==> src/rtl/bp_pkg.sv <==
`default_nettype none
// +----------------------------------------------------------------------------+
// | Package   : bp_pkg                                                         |
// | Purpose   : Shared types and helpers for the polar BP decoder scheduler:   |
// |             width derivation, sweep-direction codes, FSM state encoding    |
// |             and the delay-line entry carried from read to write-back.      |
// | Revision  : 1.0  initial release                                           |
// +----------------------------------------------------------------------------+
package bp_pkg;

  // Storage widths of the delay-line entry fields. Module parameters must
  // keep their group/stage widths at or below these.
  localparam int GRP_MAX_W = 16;
  localparam int ST_MAX_W  = 8;

  localparam logic DIR_L = 1'b0;  // L-sweep: stage N_LOG2-1 down to 0
  localparam logic DIR_R = 1'b1;  // R-sweep: stage 0 up to N_LOG2-1

  typedef enum logic [1:0] {
    S_IDLE  = 2'd0,
    S_RUN   = 2'd1,
    S_FLUSH = 2'd2,
    S_DONE  = 2'd3
  } state_e;

  typedef struct packed {
    logic                 valid;
    logic [GRP_MAX_W-1:0] grp;
    logic [ST_MAX_W-1:0]  stage;
    logic                 dir;
  } dly_entry_t;

  // Group index width: log2(G), never below one bit.
  function automatic int grp_width(input int n_log2, input int p_log2);
    return ((n_log2 - 1 - p_log2) > 1) ? (n_log2 - 1 - p_log2) : 1;
  endfunction

  // Width of a counter holding 0..n-1, never below one bit.
  function automatic int cnt_width(input int n);
    return ($clog2(n) > 1) ? $clog2(n) : 1;
  endfunction

endpackage
`default_nettype wire

==> src/rtl/bp_sched_dly.sv <==
`default_nettype none
// +----------------------------------------------------------------------------+
// | Module    : bp_sched_dly                                                   |
// | Purpose   : LAT-deep enabled delay line that carries each read's           |
// |             {valid, grp, stage, dir} to its write-back slot.               |
// | Ports     : clk, rst     clock, asynchronous active-high reset             |
// |             flush_i      synchronous clear of every slot                   |
// |             en_i         advance (shared PE enable)                        |
// |             din_i        entry entering slot 0                             |
// |             tail_o       oldest entry (slot LAT-1)                         |
// |             pending_o    some entry other than the tail is still valid     |
// | Revision  : 1.0  initial release                                           |
// +----------------------------------------------------------------------------+
module bp_sched_dly
  import bp_pkg::*;
#(
  parameter int LAT = 3
) (
  input  logic       clk,
  input  logic       rst,
  input  logic       flush_i,
  input  logic       en_i,
  input  dly_entry_t din_i,
  output dly_entry_t tail_o,
  output logic       pending_o
);

  dly_entry_t slot_q [LAT];

  always_ff @(posedge clk or posedge rst) begin
    if (rst) begin
      for (int i = 0; i < LAT; i++) slot_q[i] <= '0;
    end else if (flush_i) begin
      for (int i = 0; i < LAT; i++) slot_q[i] <= '0;
    end else if (en_i) begin
      slot_q[0] <= din_i;
      for (int i = 1; i < LAT; i++) slot_q[i] <= slot_q[i-1];
    end
  end

  assign tail_o = slot_q[LAT-1];

  // Once nothing but the tail is valid, the tail write is the last one.
  always_comb begin
    pending_o = 1'b0;
    for (int i = 0; i < LAT - 1; i++) pending_o = pending_o | slot_q[i].valid;
  end

endmodule
`default_nettype wire

==> src/rtl/bp_sched.sv <==
`default_nettype none
// +----------------------------------------------------------------------------+
// | Module    : bp_sched                                                       |
// | Purpose   : Sequencer for the polar BP decoder PE array. Walks the factor  |
// |             graph as an L-sweep then an R-sweep per iteration, issuing     |
// |             one group read per enabled cycle, LAT bubbles per stage, and   |
// |             the matching write-back LAT enabled cycles after each read.    |
// | Ports     : clk, rst          clock, asynchronous active-high reset        |
// |             start_i/abort_i   begin / cancel a decode                      |
// |             max_iter_i        iteration count, sampled with start_i        |
// |             stall_i           BRAM busy, freezes the whole schedule        |
// |             busy_o/done_o     decode in progress / completion pulse        |
// |             iter_cnt_o        current iteration (0-based)                  |
// |             pe_en_o           shared PE enable                             |
// |             rd_*_o / wr_*_o   read issue and write-back address fields     |
// | Revision  : 1.0  initial release                                           |
// +----------------------------------------------------------------------------+
module bp_sched
  import bp_pkg::*;
#(
  parameter  int N_LOG2 = 6,
  parameter  int P_LOG2 = 2,
  parameter  int LAT    = 3,
  parameter  int ITER_W = 6,
  localparam int GA_W   = grp_width(N_LOG2, P_LOG2),
  localparam int ST_W   = cnt_width(N_LOG2)
) (
  input  logic              clk,
  input  logic              rst,
  input  logic              start_i,
  input  logic              abort_i,
  input  logic [ITER_W-1:0] max_iter_i,
  input  logic              stall_i,
  output logic              busy_o,
  output logic              done_o,
  output logic [ITER_W-1:0] iter_cnt_o,
  output logic              pe_en_o,
  output logic              rd_en_o,
  output logic [GA_W-1:0]   rd_grp_o,
  output logic [ST_W-1:0]   rd_stage_o,
  output logic              rd_dir_o,
  output logic              wr_en_o,
  output logic [GA_W-1:0]   wr_grp_o,
  output logic [ST_W-1:0]   wr_stage_o,
  output logic              wr_dir_o
);

  localparam int              G        = 1 << (N_LOG2 - 1 - P_LOG2);
  localparam int              BUB_W    = cnt_width(LAT);
  localparam logic [GA_W-1:0] GRP_LAST = GA_W'(G - 1);
  localparam logic [ST_W-1:0] ST_LAST  = ST_W'(N_LOG2 - 1);
  localparam logic [BUB_W-1:0] BUB_LAST = BUB_W'(LAT - 1);

  state_e              state_q, state_d;
  logic                busy_q, busy_d;
  logic                done_q, done_d;
  logic [ITER_W-1:0]   iter_q, iter_d;
  logic [ITER_W-1:0]   max_q, max_d;
  logic [GA_W-1:0]     grp_q, grp_d;
  logic [ST_W-1:0]     stage_q, stage_d;
  logic                dir_q, dir_d;
  logic                rdph_q, rdph_d;   // 1 = issuing reads, 0 = bubbles
  logic [BUB_W-1:0]    bub_q, bub_d;

  logic                w_abort;
  logic                w_last_stage;
  logic                w_pending;
  dly_entry_t          w_din;
  dly_entry_t          w_tail;

  assign w_abort      = abort_i && (state_q != S_IDLE);
  // Final stage of the final iteration: R-sweep top stage at iteration max-1.
  assign w_last_stage = (dir_q == DIR_R) && (stage_q == ST_LAST) &&
                        (iter_q == max_q - ITER_W'(1));

  assign pe_en_o    = busy_q & ~stall_i;
  assign rd_en_o    = (state_q == S_RUN) & rdph_q & ~stall_i & ~abort_i;
  assign rd_grp_o   = grp_q;
  assign rd_stage_o = stage_q;
  assign rd_dir_o   = dir_q;
  assign busy_o     = busy_q;
  assign done_o     = done_q;
  assign iter_cnt_o = iter_q;

  always_comb begin
    w_din       = '0;
    w_din.valid = rd_en_o;
    w_din.grp   = GRP_MAX_W'(grp_q);
    w_din.stage = ST_MAX_W'(stage_q);
    w_din.dir   = dir_q;
  end

  bp_sched_dly #(
    .LAT (LAT)
  ) u_dly (
    .clk       (clk),
    .rst       (rst),
    .flush_i   (w_abort),
    .en_i      (pe_en_o),
    .din_i     (w_din),
    .tail_o    (w_tail),
    .pending_o (w_pending)
  );

  assign wr_en_o    = w_tail.valid & pe_en_o & ~abort_i;
  assign wr_grp_o   = GA_W'(w_tail.grp);
  assign wr_stage_o = ST_W'(w_tail.stage);
  assign wr_dir_o   = w_tail.dir;

  always_comb begin
    state_d = state_q;
    busy_d  = busy_q;
    done_d  = 1'b0;
    iter_d  = iter_q;
    max_d   = max_q;
    grp_d   = grp_q;
    stage_d = stage_q;
    dir_d   = dir_q;
    rdph_d  = rdph_q;
    bub_d   = bub_q;

    case (state_q)
      S_IDLE: begin
        if (start_i) begin
          iter_d  = '0;
          grp_d   = '0;
          bub_d   = '0;
          rdph_d  = 1'b1;
          stage_d = ST_LAST;
          dir_d   = DIR_L;
          if (max_iter_i == '0) begin
            state_d = S_DONE;
            done_d  = 1'b1;
          end else begin
            state_d = S_RUN;
            busy_d  = 1'b1;
            max_d   = max_iter_i;
          end
        end
      end

      S_RUN: begin
        if (!stall_i) begin
          if (rdph_q) begin
            if (grp_q == GRP_LAST) begin
              grp_d  = '0;
              rdph_d = 1'b0;
              bub_d  = '0;
              // The last stage needs no bubble counting: FLUSH drains it.
              if (w_last_stage) state_d = S_FLUSH;
            end else begin
              grp_d = grp_q + GA_W'(1);
            end
          end else if (bub_q == BUB_LAST) begin
            rdph_d = 1'b1;
            bub_d  = '0;
            if (dir_q == DIR_L) begin
              // Stage 0 is visited by both sweeps: turn around in place.
              if (stage_q == '0) dir_d = DIR_R;
              else               stage_d = stage_q - ST_W'(1);
            end else if (stage_q == ST_LAST) begin
              // Next iteration's L-sweep starts at the same top stage.
              dir_d  = DIR_L;
              iter_d = iter_q + ITER_W'(1);
            end else begin
              stage_d = stage_q + ST_W'(1);
            end
          end else begin
            bub_d = bub_q + BUB_W'(1);
          end
        end
      end

      S_FLUSH: begin
        if (!stall_i && !w_pending) begin
          state_d = S_DONE;
          busy_d  = 1'b0;
          done_d  = 1'b1;
        end
      end

      S_DONE: begin
        state_d = S_IDLE;
      end

      default: begin
        state_d = S_IDLE;
        busy_d  = 1'b0;
      end
    endcase

    if (w_abort) begin
      state_d = S_IDLE;
      busy_d  = 1'b0;
      done_d  = 1'b0;
    end
  end

  always_ff @(posedge clk or posedge rst) begin
    if (rst) begin
      state_q <= S_IDLE;
      busy_q  <= 1'b0;
      done_q  <= 1'b0;
      iter_q  <= '0;
      max_q   <= '0;
      grp_q   <= '0;
      stage_q <= '0;
      dir_q   <= DIR_L;
      rdph_q  <= 1'b0;
      bub_q   <= '0;
    end else begin
      state_q <= state_d;
      busy_q  <= busy_d;
      done_q  <= done_d;
      iter_q  <= iter_d;
      max_q   <= max_d;
      grp_q   <= grp_d;
      stage_q <= stage_d;
      dir_q   <= dir_d;
      rdph_q  <= rdph_d;
      bub_q   <= bub_d;
    end
  end

endmodule
`default_nettype wire

==> config.mk <==
export PLATFORM = sky130hd
export DESIGN_NAME = bp_sched
export DESIGN_NICKNAME = d
export VERILOG_FILES = /design/src/rtl/bp_pkg.sv /design/src/rtl/bp_sched_dly.sv /design/src/rtl/bp_sched.sv
export SDC_FILE = /design/constraint.sdc
export NUM_CORES = 1
export LEC_CHECK = 0
export BUFFER_PORTS_ARGS = -buffer_cell sky130_fd_sc_hd__clkbuf_2
export CAP_MARGIN = 20
export CORE_MARGIN = 5
export CORE_UTILIZATION = 47
export CTS_BUF_LIST = sky130_fd_sc_hd__clkbuf_8
export CTS_CLUSTER_SIZE = 10
export DETAILED_ROUTE_END_ITERATION = 16
export PLACE_DENSITY = 0.67
export SETUP_SLACK_MARGIN = 0.2
export SKIP_CTS_REPAIR_TIMING = 1
export SLEW_MARGIN = 20
export SYNTH_ARGS = -nofsm -noshare
export SYNTH_HDL_FRONTEND = slang
export SYNTH_SLANG_ARGS = --single-unit
==> constraint.sdc <==
create_clock -name clk -period 5.89 [get_ports clk]
set_input_delay 0.589 -clock clk [delete_from_list [all_inputs] [get_ports clk]]
set_output_delay 0.589 -clock clk [all_outputs]
set_load 0.005 [all_outputs]
==> flow_summary_export.csv, run 1 <==
group,metric,value,unit
drt,drcViolationCount,0,
min_path,hold_class,"in2async",
drt,routed_wl,5.253,mm
pwr,totalPowerFinal,0.001165,W
finish,nets,332,
yosys,synth_flop_cell,"dfrtp_1",
floorplan,io_pins,36,
worst_setup_path,end_kind,"flop",
yosys,synth_top_family_by_area,"simple AND/OR/NAND/NOR gates",
floorplan,die_area,7258,um2
floorplan,fp.dieW,85.20,um
yosys,yosys.area_share.simple,20.90,%
clock_tree,cts_tree,"built",
pwr,switchingPower,0.0004759,W
clock_tree,cts_root_buf,"clkbuf_8",
yosys,synth-seq-cells,50,
yosys,ys_seq_area_share,47.08,%
floorplan,start_util,48.26,%
floorplan,die_height,85.20,um
worst_setup_path,crit_chain,"inv_1 > ha_1 > xnor2_1 > or4_4 > o41ai_4 > a31oi_1 > a311oi_1",
sta,worst_pin_slew,894.8,ps
worst_setup_path,cp_slowest_cell,"or4_4",
placement,place_ws,3437,ps
drt,num_vias,2048,
yosys,synth_xor_area_share,4.284,%
placement,io_buffers,35,
drt,avgRoutedWirePerCell,13.61,um
yosys,yosysWarnings,0,
worst_setup_path,slowest_delay,520,ps
pwr,power_frac_seq,41.6,%
global_route,grt_pass1_vias,1954,
sta,tns,0,ps
yosys,synthAdderAreaFrac,4.049,%
drt,ant_nets,0,
worst_setup_path,startpoint_type,"flop",
placement,placedCellCount,378,
yosys,synth_fp_nets,312,
yosys,synth_compound_area_share,14.27,%
yosys,syn_inst,293,
run_status,outcome,"completed",
pwr,combPwrFrac,40.6,%
pwr,p_leak,1.326,nW
global_route,grt_start_max_net_pins,51,
clock_tree,clock-sinks,50,
placement,detailed_place_hpwl,3.624,mm
pwr,p_per_area,401.6,nW/um2
sta,max_slew_margin,40.35,%
pwr,sw_frac_of_total,40.85,%
worst_setup_path,path_buf_inv,1,
yosys,synth_edf_count,0,
global_route,grt_antenna_before_repair,0,
worst_setup_path,cp.arrival,2680,ps
finish,fin_cells,386,
sta,fin_crit,2480,ps
pwr,ir_drop,0.0001750,V
worst_setup_path,crit_required,6090,ps
drt,drtPass1Iterations,4,
pwr,p_int,0.0006890,W
sta,hold_violations,0,
yosys,postSynthAreaPerCell,9.070,um2
floorplan,core_area,5507,um2
finish,fillers,526,
job,max-cap-violations,0,
clock_tree,cts-buffers-inserted,5,
drt,vias_per_cell,5.306,
yosys,synth.area.mux_share,2.448,%
pwr,power_frac_clock,17.8,%
clock_tree,clock_latency,310,ps
clock_tree,cts_buffer_depth,2,
sta,rsz0062_at_grt,"no",
global_route,track_usage,15.28,%
finish,layout-drive-gt1-share,18.79,%
finish,final_cell_mix,"60 x nand2_1, 50 x dfrtp_1, 35 x clkbuf_2, 34 x a21oi_1, 18 x nor2_1",
sta,whs,400.8,ps
sta,clock_skew,15.68,ps
sta,finalSetupViolations,0,
sta,finalWorstSetupSlack,3410,ps
worst_setup_path,critPathKind,"reg2reg",
clock_tree,path_clk_slew,100,ps
global_route,grt_pass1_wl,9.142,mm
sta,period_share,42.11,%
finish,final_common_cell,"nand2_1",
worst_setup_path,path_max_fanout,5,
yosys,synthArstFlopShare,100.0,%
placement,gp_congestion,0.7754,
drt,drt-initial-drc-count,124,
clock_tree,htreeDepth,2,
floorplan,rows,27,
finish,antenna_cells,0,
sta,max_clock_freq,0.4031,GHz
yosys,synth_cell_type_count,44,
yosys,syn-cell-area,2658,um2
global_route,grt_remaining_overflow,0,
finish,syn2layout_area_growth,9.134,%
worst_setup_path,crit_family,"compound AO/OA/AOI/OAI gates",
sta,drv_slew,0,
[sequential cells by signal (all words and copies together) (netlist names)]
signal,count
rd_grp_o,3
rd_stage_o,3
u_dly.tail_o,8
state_q,2
busy_o,1
u_dly.slot_q,16
bub_q,2
rd_dir_o,1
iter_cnt_o,6
max_q,6
rdph_q,1
done_o,1
[synth_stat cells (2+ instances only)]
cell	number	area, um2
nand3_1	8	40.04
nor3_1	8	40.04
and2_1	2	12.51
buf_4	7	52.55
a32o_1	2	20.02
xnor2_1	6	52.55
a22o_1	3	26.28
o21ai_0	8	40.04
ha_1	7	87.58
nor2b_1	4	25.02
and3_1	4	25.02
a31oi_1	2	12.51
nand2_1	60	225.2
a41oi_1	2	17.52
inv_1	13	48.80
o22ai_1	2	12.51
a21oi_1	34	170.2
mux2_2	4	45.04
clkbuf_1	13	48.80
buf_6	2	22.52
dfrtp_1	50	1251
a311oi_1	2	17.52
nor2_1	18	67.56
mux2i_1	2	20.02
xor2_1	7	61.31
nand2b_1	4	25.02
nand4_1	2	12.51
[layer usage]
layer  GRT usage (%)  share of wire (%)  wire (um)  vias up
met5               0                  0          0        -
li1                -                  -          -     1021
met2           24.72                 49       2579       35
met4           3.597               0.95         50        0
met3           3.398                3.7        193        5
met1           20.89                 46       2429      987
[kinds of logic after synthesis]
family	after synthesis
muxes	6
buffers and inverters	38
adders and majority gates	8
DFF	50
xor gates and xnor gates	13
AOI/OAI and AO/OA	60
and+or+nand+nor	118
[power groups by stage]
stage               sequential (W)  combinational, W  clock (W)
global route              0.000496          0.000539   0.000227
CTS                       0.000485          0.000478   0.000210
global placement          0.000489          0.000469          0
finish                    0.000484          0.000473   0.000207
floorplan                 0.000465          0.000393          0
detailed placement        0.000492          0.000477          0
[per-stage QoR]
| stage | cell area, um2 | utilization, % |
|---|---|---|
| 2_1_floorplan | 2658 | - |
| 3_3_place_gp | 2805 | 50.94 |
| 3_5_place_dp | 2805 | 50.94 |
| 4_1_cts | 2899 | 52.65 |
| 5_1_grt | 2900 | 52.67 |
| 6_report | 2900 | 52.67 |
[cell type report]
type / instances / area, um2 / area share [%]
Clock buffer: 5 / 68.82 / 2.373
Tap cell: 72 / 90.09 / 3.106
Inverter: 14 / 53.80 / 1.855
Multi-Input combinational cell: 205 / 1221 / 42.11
Timing Repair Buffer: 37 / 190.2 / 6.557
Sequential cell: 50 / 1251 / 43.14
Clock inverter: 3 / 25.02 / 0.8628
[final timing paths]
| path | startpoint | endpoint | slack (ps) | depth (start not counted) |
|---|---|---|---|---|
| min in group clk | u_dly.slot_q[26] | u_dly.tail_o[0] | 510 | 2 |
| min reg2reg | u_dly.slot_q[26] | u_dly.tail_o[0] | 510 | 2 |
| max | max_q[0] | state_q[0] | 3410 | 7 |
| min | rst | u_dly.tail_o[0] | 400 | 2 |
| max reg2reg | max_q[0] | state_q[0] | 3410 | 7 |
| max in group asynchronous | rst | rd_grp_o[2] | 4990 | 2 |
Note: power is estimated with default switching activity, not from simulation.
==> inputs of run 2 (changes only) <==
--- a/config.mk
+++ b/config.mk
@@ -5,6 +5,7 @@
 export SDC_FILE = /design/constraint.sdc
 export NUM_CORES = 1
 export LEC_CHECK = 0
+export ABC_AREA = 1
 export BUFFER_PORTS_ARGS = -buffer_cell sky130_fd_sc_hd__clkbuf_2
 export CAP_MARGIN = 20
 export CORE_MARGIN = 5
@@ -12,7 +13,7 @@
 export CTS_BUF_LIST = sky130_fd_sc_hd__clkbuf_8
 export CTS_CLUSTER_SIZE = 10
 export DETAILED_ROUTE_END_ITERATION = 16
-export PLACE_DENSITY = 0.67
+export PLACE_DENSITY = 0.7
 export SETUP_SLACK_MARGIN = 0.2
 export SKIP_CTS_REPAIR_TIMING = 1
 export SLEW_MARGIN = 20
==> constraint.sdc (replaced) <==
create_clock -name clk -period 2.2 [get_ports clk]
set_input_delay 0.22 -clock clk [delete_from_list [all_inputs] [get_ports clk]]
set_output_delay 0.22 -clock clk [all_outputs]
set_load 0.005 [all_outputs]
==> flow_summary_export.csv, run 2 <==
group,metric,value,unit
finish,nets,397,
sta,clock_skew,15.18,ps
floorplan,rows,27,
sta,max_slew_margin,58.27,%
floorplan,fp.dieW,86.44,um
finish,largest_register_ffs,16,
placement,io_buffers,35,
pwr,ir_drop,0.0005419,V
yosys,syn-cell-area,2746,um2
drt,vias_per_cell,4.978,
yosys,synth_fp_nets,363,
clock_tree,cts-buffers-inserted,5,
clock_tree,clock_latency,310,ps
finish,layout-drive-gt1-share,17.72,%
floorplan,die_area,7472,um2
drt,drtPass1Iterations,4,
drt,avgRoutedWirePerCell,12.76,um
yosys,synthArstFlopShare,100.0,%
sta,max_clock_freq,0.5370,GHz
sta,whs,51.63,ps
placement,place_ws,280.1,ps
yosys,synth_edf_count,0,
floorplan,core_area,5608,um2
yosys,yosysWarnings,0,
worst_setup_path,crit_required,2390,ps
finish,regMostFlops,"u_dly.slot_q",
worst_setup_path,cp_slowest_cell,"dfrtp_1",
run_status,outcome,"completed",
worst_setup_path,r2r_start,"state_q[1]",
sta,hold_violations,0,
yosys,synth_cell_type_count,33,
finish,syn2layout_area_growth,12.03,%
clock_tree,path_clk_slew,100,ps
yosys,synthTopCellsByArea,"dfrtp_1 46%, nand2_1 12%, inv_1 6.0%",
yosys,postSynthAreaPerCell,7.984,um2
clock_tree,cts_tree,"built",
floorplan,start_util,48.97,%
job,max-cap-violations,0,
global_route,grt_antenna_before_repair,0,
global_route,grt_pass1_vias,2152,
pwr,p_int,0.002095,W
yosys,synth_commonest_cells,"91 x nand2_1, 50 x dfrtp_1, 44 x inv_1",
pwr,sw_frac_of_total,44.32,%
yosys,netlist.area_leader.share,45.56,%
global_route,grt_remaining_overflow,0,
global_route,track_usage,16.41,%
finish,final_cell_mix,"91 x nand2_1, 50 x dfrtp_1, 43 x inv_1, 35 x clkbuf_2, 32 x nor2_1",
drt,routed_wl,5.740,mm
pwr,combPwrFrac,46.2,%
min_path,hold_class,"in2async",
pwr,power_frac_seq,36.5,%
global_route,grt_start_max_net_pins,51,
clock_tree,clock-sinks,50,
clock_tree,cts_buffer_depth,2,
worst_setup_path,critPathLaunch,"state_q[1]",
sta,rsz0062_at_grt,"yes",
sta,finalSetupViolations,0,
pwr,p_leak,1.594,nW
worst_setup_path,path_max_fanout,8,
sta,fin_crit,1862,ps
drt,drcViolationCount,0,
placement,detailed_place_hpwl,4.302,mm
drt,drt-initial-drc-count,123,
drt,ant_nets,0,
worst_setup_path,crit_chain,"inv_1 > ha_1 > inv_1 > nor2_2 > nor2_4 > o21ai_4 > nor2_8 > o21ai_4 > inv_6 > nand4_1 > o21ai_1",
clock_tree,cts_root_buf,"clkbuf_8",
drt,num_vias,2240,
worst_setup_path,end_kind,"flop",
worst_setup_path,cp.arrival,2050,ps
finish,antenna_cells,0,
worst_setup_path,startpoint_type,"flop",
floorplan,die_height,86.44,um
sta,drv_slew,0,
yosys,synth_most_common_cell,"nand2_1",
clock_tree,htreeDepth,2,
pwr,totalPowerFinal,0.003763,W
pwr,switchingPower,0.001668,W
yosys,synth-seq-cells,50,
yosys,ys_seq_area_share,45.56,%
sta,period_share,84.65,%
floorplan,io_pins,36,
worst_setup_path,critPathKind,"reg2reg",
placement,gp_congestion,0.8132,
sta,tns,0,ps
pwr,p_per_area,1223,nW/um2
yosys,syn_inst,344,
yosys,synth_flop_cell,"dfrtp_1",
worst_setup_path,slowest_delay,420,ps
sta,worst_pin_slew,625.9,ps
yosys,synth_top_cell_by_area,"dfrtp_1",
pwr,power_frac_clock,17.3,%
global_route,grt_pass1_wl,9.977,mm
sta,finalWorstSetupSlack,337.7,ps
finish,final_common_cell,"nand2_1",
-- run 2: cell count changes in the layout (fill, tap and decap cells not counted), moves of 5 or more --
cell	previous run	this run
inv_1	12	43
inv_2	0	5
nor2_1	18	32
nand4_1	2	7
a21oi_1	34	10
o22ai_1	2	7
o21ai_0	8	29
nand2_1	60	91
nor3_1	8	3
xnor2_1	6	1
nand3_1	8	20
o21ai_1	0	5
-- run 2: logic make-up (layout without fill, tap and decap cells) --
| family | count (synthesis) | in the layout | synth area share [%] |
|---|---|---|---|
| buf+inv | 61 | 95 | 9.977 |
| simple gates | 161 | 161 | 25.65 |
| xor+xnor | 4 | 4 | 1.276 |
| flops | 50 | 50 | 45.56 |
| compound gates | 60 | 60 | 13.62 |
| fa+ha+maj | 8 | 8 | 3.918 |
-- run 2: layout make-up --
class / instances / area, um2
Clock inverter: 2 / 38.79
Timing Repair Buffer: 39 / 205.2
Inverter: 49 / 188.9
Tap cell: 72 / 90.09
Multi-Input combinational cell: 233 / 1234
Clock buffer: 5 / 68.82
Sequential cell: 50 / 1251
Fill cell: 544 / 2531
-- run 2: power groups by stage --
stage / logic [W] / registers (W) / clock network [W]
finish: 0.00174 / 0.00138 / 0.000651
global route: 0.00199 / 0.00141 / 0.000696
CTS: 0.00173 / 0.00137 / 0.000655
detailed placement: 0.00172 / 0.00139 / 0
global placement: 0.00168 / 0.00138 / 0
floorplan: 0.00135 / 0.00133 / 0
-- run 2: per-stage QoR --
| step | std cells | cell area [um2] | util [%] |
|---|---|---|---|
| after floorplan | 344 | 2746 | - |
| after detailed placement | 443 | 2957 | 52.72 |
| after CTS | 450 | 3064 | 54.64 |
| final | 450 | 3077 | 54.86 |
| after global placement | 443 | 2957 | 52.72 |
| after global routing | 450 | 3077 | 54.86 |
-- run 2: layer usage --
layer,part of all wire (%),up-vias,track usage (%)
li1,-,1166,-
met1,49,1024,23.09
met2,45,43,25.87
met3,4.4,7,2.662
met4,1.7,0,5.241
met5,0,-,0
-- run 2: path summary, 6_finish.rpt --
path | endpoint | depth (start not counted) | slack, ps
setup / recovery | iter_cnt_o[2] | 11 | 340
hold / removal | rd_grp_o[2] | 3 | 50
setup reg to reg | iter_cnt_o[2] | 11 | 340
hold reg to reg | u_dly.tail_o[25] | 2 | 480
max in group asynchronous | iter_cnt_o[0] | 3 | 1720
min in group clk | max_q[0] | 3 | 140
-- run 2: worst max-delay path, delay by kind of cell, from the launching register on --
| family | cells | cell delay [ps] |
|---|---|---|
| buffers and inverters | 3 | 270 |
| AND/OR/NAND/NOR | 4 | 350 |
| AO/OA/AOI/OAI | 3 | 320 |
| flip-flops | 1 | 420 |
| adder cells (fa/ha/maj) | 1 | 370 |
==> inputs of run 3 (changes only) <==
--- a/config.mk
+++ b/config.mk
@@ -13,7 +13,7 @@
 export CTS_BUF_LIST = sky130_fd_sc_hd__clkbuf_8
 export CTS_CLUSTER_SIZE = 10
 export DETAILED_ROUTE_END_ITERATION = 16
-export PLACE_DENSITY = 0.7
+export PLACE_DENSITY = 0.67
 export SETUP_SLACK_MARGIN = 0.2
 export SKIP_CTS_REPAIR_TIMING = 1
 export SLEW_MARGIN = 20
==> constraint.sdc (replaced) <==
create_clock -name clk -period 1.8 [get_ports clk]
set_input_delay 0.18 -clock clk [delete_from_list [all_inputs] [get_ports clk]]
set_output_delay 0.18 -clock clk [all_outputs]
set_load 0.005 [all_outputs]
==> flow_summary_export.csv, run 3 (synthesis gave the netlist of run 2 again) <==
group,metric,value,unit
worst_setup_path,r2r_start,"state_q[0]",
sta,drv_slew,0,
global_route,grt_start_max_net_pins,51,
sta,finalSetupViolations,0,
sta,max_clock_freq,0.5910,GHz
run_status,outcome,"completed",
pwr,power_frac_seq,34.0,%
pwr,sw_frac_of_total,44.01,%
worst_setup_path,cp.arrival,1880,ps
global_route,grt_remaining_overflow,0,
drt,num_vias,2323,
clock_tree,cts_tree,"built",
worst_setup_path,critPathLaunch,"state_q[0]",
clock_tree,htreeDepth,2,
finish,final_cell_mix,"87 x nand2_1, 50 x dfrtp_1, 40 x inv_1, 35 x clkbuf_2, 29 x nor2_1",
placement,detailed_place_hpwl,4.343,mm
sta,clock_skew,7.398,ps
pwr,p_int,0.002723,W
drt,drtPass1Iterations,4,
clock_tree,clock-sinks,50,
job,max-cap-violations,0,
sta,rsz0062_at_grt,"yes",
floorplan,fp.dieW,86.44,um
pwr,switchingPower,0.002140,W
drt,ant_nets,0,
finish,syn2layout_area_growth,18.86,%
clock_tree,cts_root_buf,"clkbuf_8",
global_route,grt_pass1_wl,9.998,mm
finish,final_common_cell,"nand2_1",
clock_tree,cts-buffers-inserted,5,
worst_setup_path,crit_required,1990,ps
pwr,p_per_area,1489,nW/um2
sta,finalWorstSetupSlack,107.8,ps
global_route,grt_antenna_before_repair,0,
sta,max_slew_margin,80.07,%
worst_setup_path,path_max_fanout,6,
clock_tree,cts_buffer_depth,2,
finish,antenna_cells,0,
min_path,hold_class,"in2reg",
finish,regMostFlops,"u_dly.slot_q",
sta,hold_violations,0,
sta,fin_crit,1692,ps
finish,layout-drive-gt1-share,24.81,%
placement,io_buffers,35,
pwr,ir_drop,0.0006164,V
pwr,power_frac_clock,13.0,%
sta,period_share,94.01,%
sta,whs,97.06,ps
worst_setup_path,end_kind,"flop",
clock_tree,clock_latency,300,ps
drt,avgRoutedWirePerCell,12.56,um
placement,gp_congestion,0.8539,
finish,nets,414,
sta,worst_pin_slew,298.9,ps
drt,vias_per_cell,4.974,
floorplan,core_area,5608,um2
floorplan,io_pins,36,
min_path,min_from,"max_iter_i[0]",
drt,drt-initial-drc-count,119,
clock_tree,path_clk_slew,90,ps
finish,largest_register_ffs,16,
pwr,p_leak,1.673,nW
floorplan,start_util,48.97,%
placement,place_ws,66.57,ps
drt,routed_wl,5.865,mm
global_route,track_usage,16.58,%
pwr,combPwrFrac,53.1,%
global_route,grt_pass1_vias,2197,
drt,drcViolationCount,0,
floorplan,die_area,7472,um2
worst_setup_path,startpoint_type,"flop",
worst_setup_path,critPathKind,"reg2reg",
floorplan,die_height,86.44,um
finish,fillers,527,
floorplan,rows,27,
run 3: changes by cell type in the layout (fill, tap and decap cells not counted), sizes merged:
cell	change
inv	-1
buf	+16
clkinv	+2
bufinv	-1
dlygate4sd3	+1
run 3: path summary, 6_finish.rpt:
| check | slack [ps] | to | cells after the start |
|---|---|---|---|
| max | 110 | iter_cnt_o[2] | 9 |
| min in group asynchronous | 460 | busy_o | 4 |
| min reg2reg | 490 | u_dly.tail_o[9] | 2 |
| max reg2reg | 110 | iter_cnt_o[2] | 9 |
| max in group asynchronous | 1120 | iter_cnt_o[4] | 4 |
| min | 100 | max_q[0] | 3 |
run 3: stage by stage:
stage | util (%) | setup TNS (ps) | instances | area [um2] | total power, W
floorplan | - | 0 | 344 | 2746 | 0.003277
global placement | 53.35 | 0 | 446 | 2992 | 0.003772
detailed placement | 53.35 | 0 | 446 | 2992 | 0.003826
CTS | 54.75 | -79.46 | 453 | 3070 | 0.004452
global route | 58.21 | 0 | 467 | 3264 | 0.005306
finish | 58.21 | 0 | 467 | 3264 | 0.004862
run 3: power groups by stage:
stage               sequential (W)  combinational (W)  clock (W)
finish                     0.00165            0.00258   0.000630
global route               0.00170            0.00291   0.000693
global placement           0.00167            0.00210          0
floorplan                  0.00162            0.00165          0
detailed placement         0.00167            0.00215          0
CTS                        0.00165            0.00216   0.000635
run 3: worst max-delay path, stage by stage (launching register included):
cell	delay, ps
dfrtp_1	390
buf_4	150
ha_4	180
buf_6	120
o21ai_4	260
nor2_8	90
o21ai_4	120
clkinv_4	110
nand4_1	80
o21ai_1	70
run 3: cell type report:
cell class | count | area (um2) | share of cell area, %
sequential | 50 | 1251 | 38.33
inverter | 49 | 191.4 | 5.864
multi-input combinational | 233 | 1297 | 39.75
clock buffer | 5 | 68.82 | 2.108
clock inverter | 2 | 10.01 | 0.3066
tap | 72 | 90.09 | 2.760
timing repair buffer | 56 | 355.3 | 10.89
run 3: layer usage:
metal | wire, um | vias up | global-route usage, %
li1 | - | 1191 | -
met1 | 2799 | 1090 | 23.35
met2 | 2786 | 31 | 26.22
met3 | 205 | 11 | 2.947
met4 | 74 | 0 | 4.816
met5 | 0 | - | 0
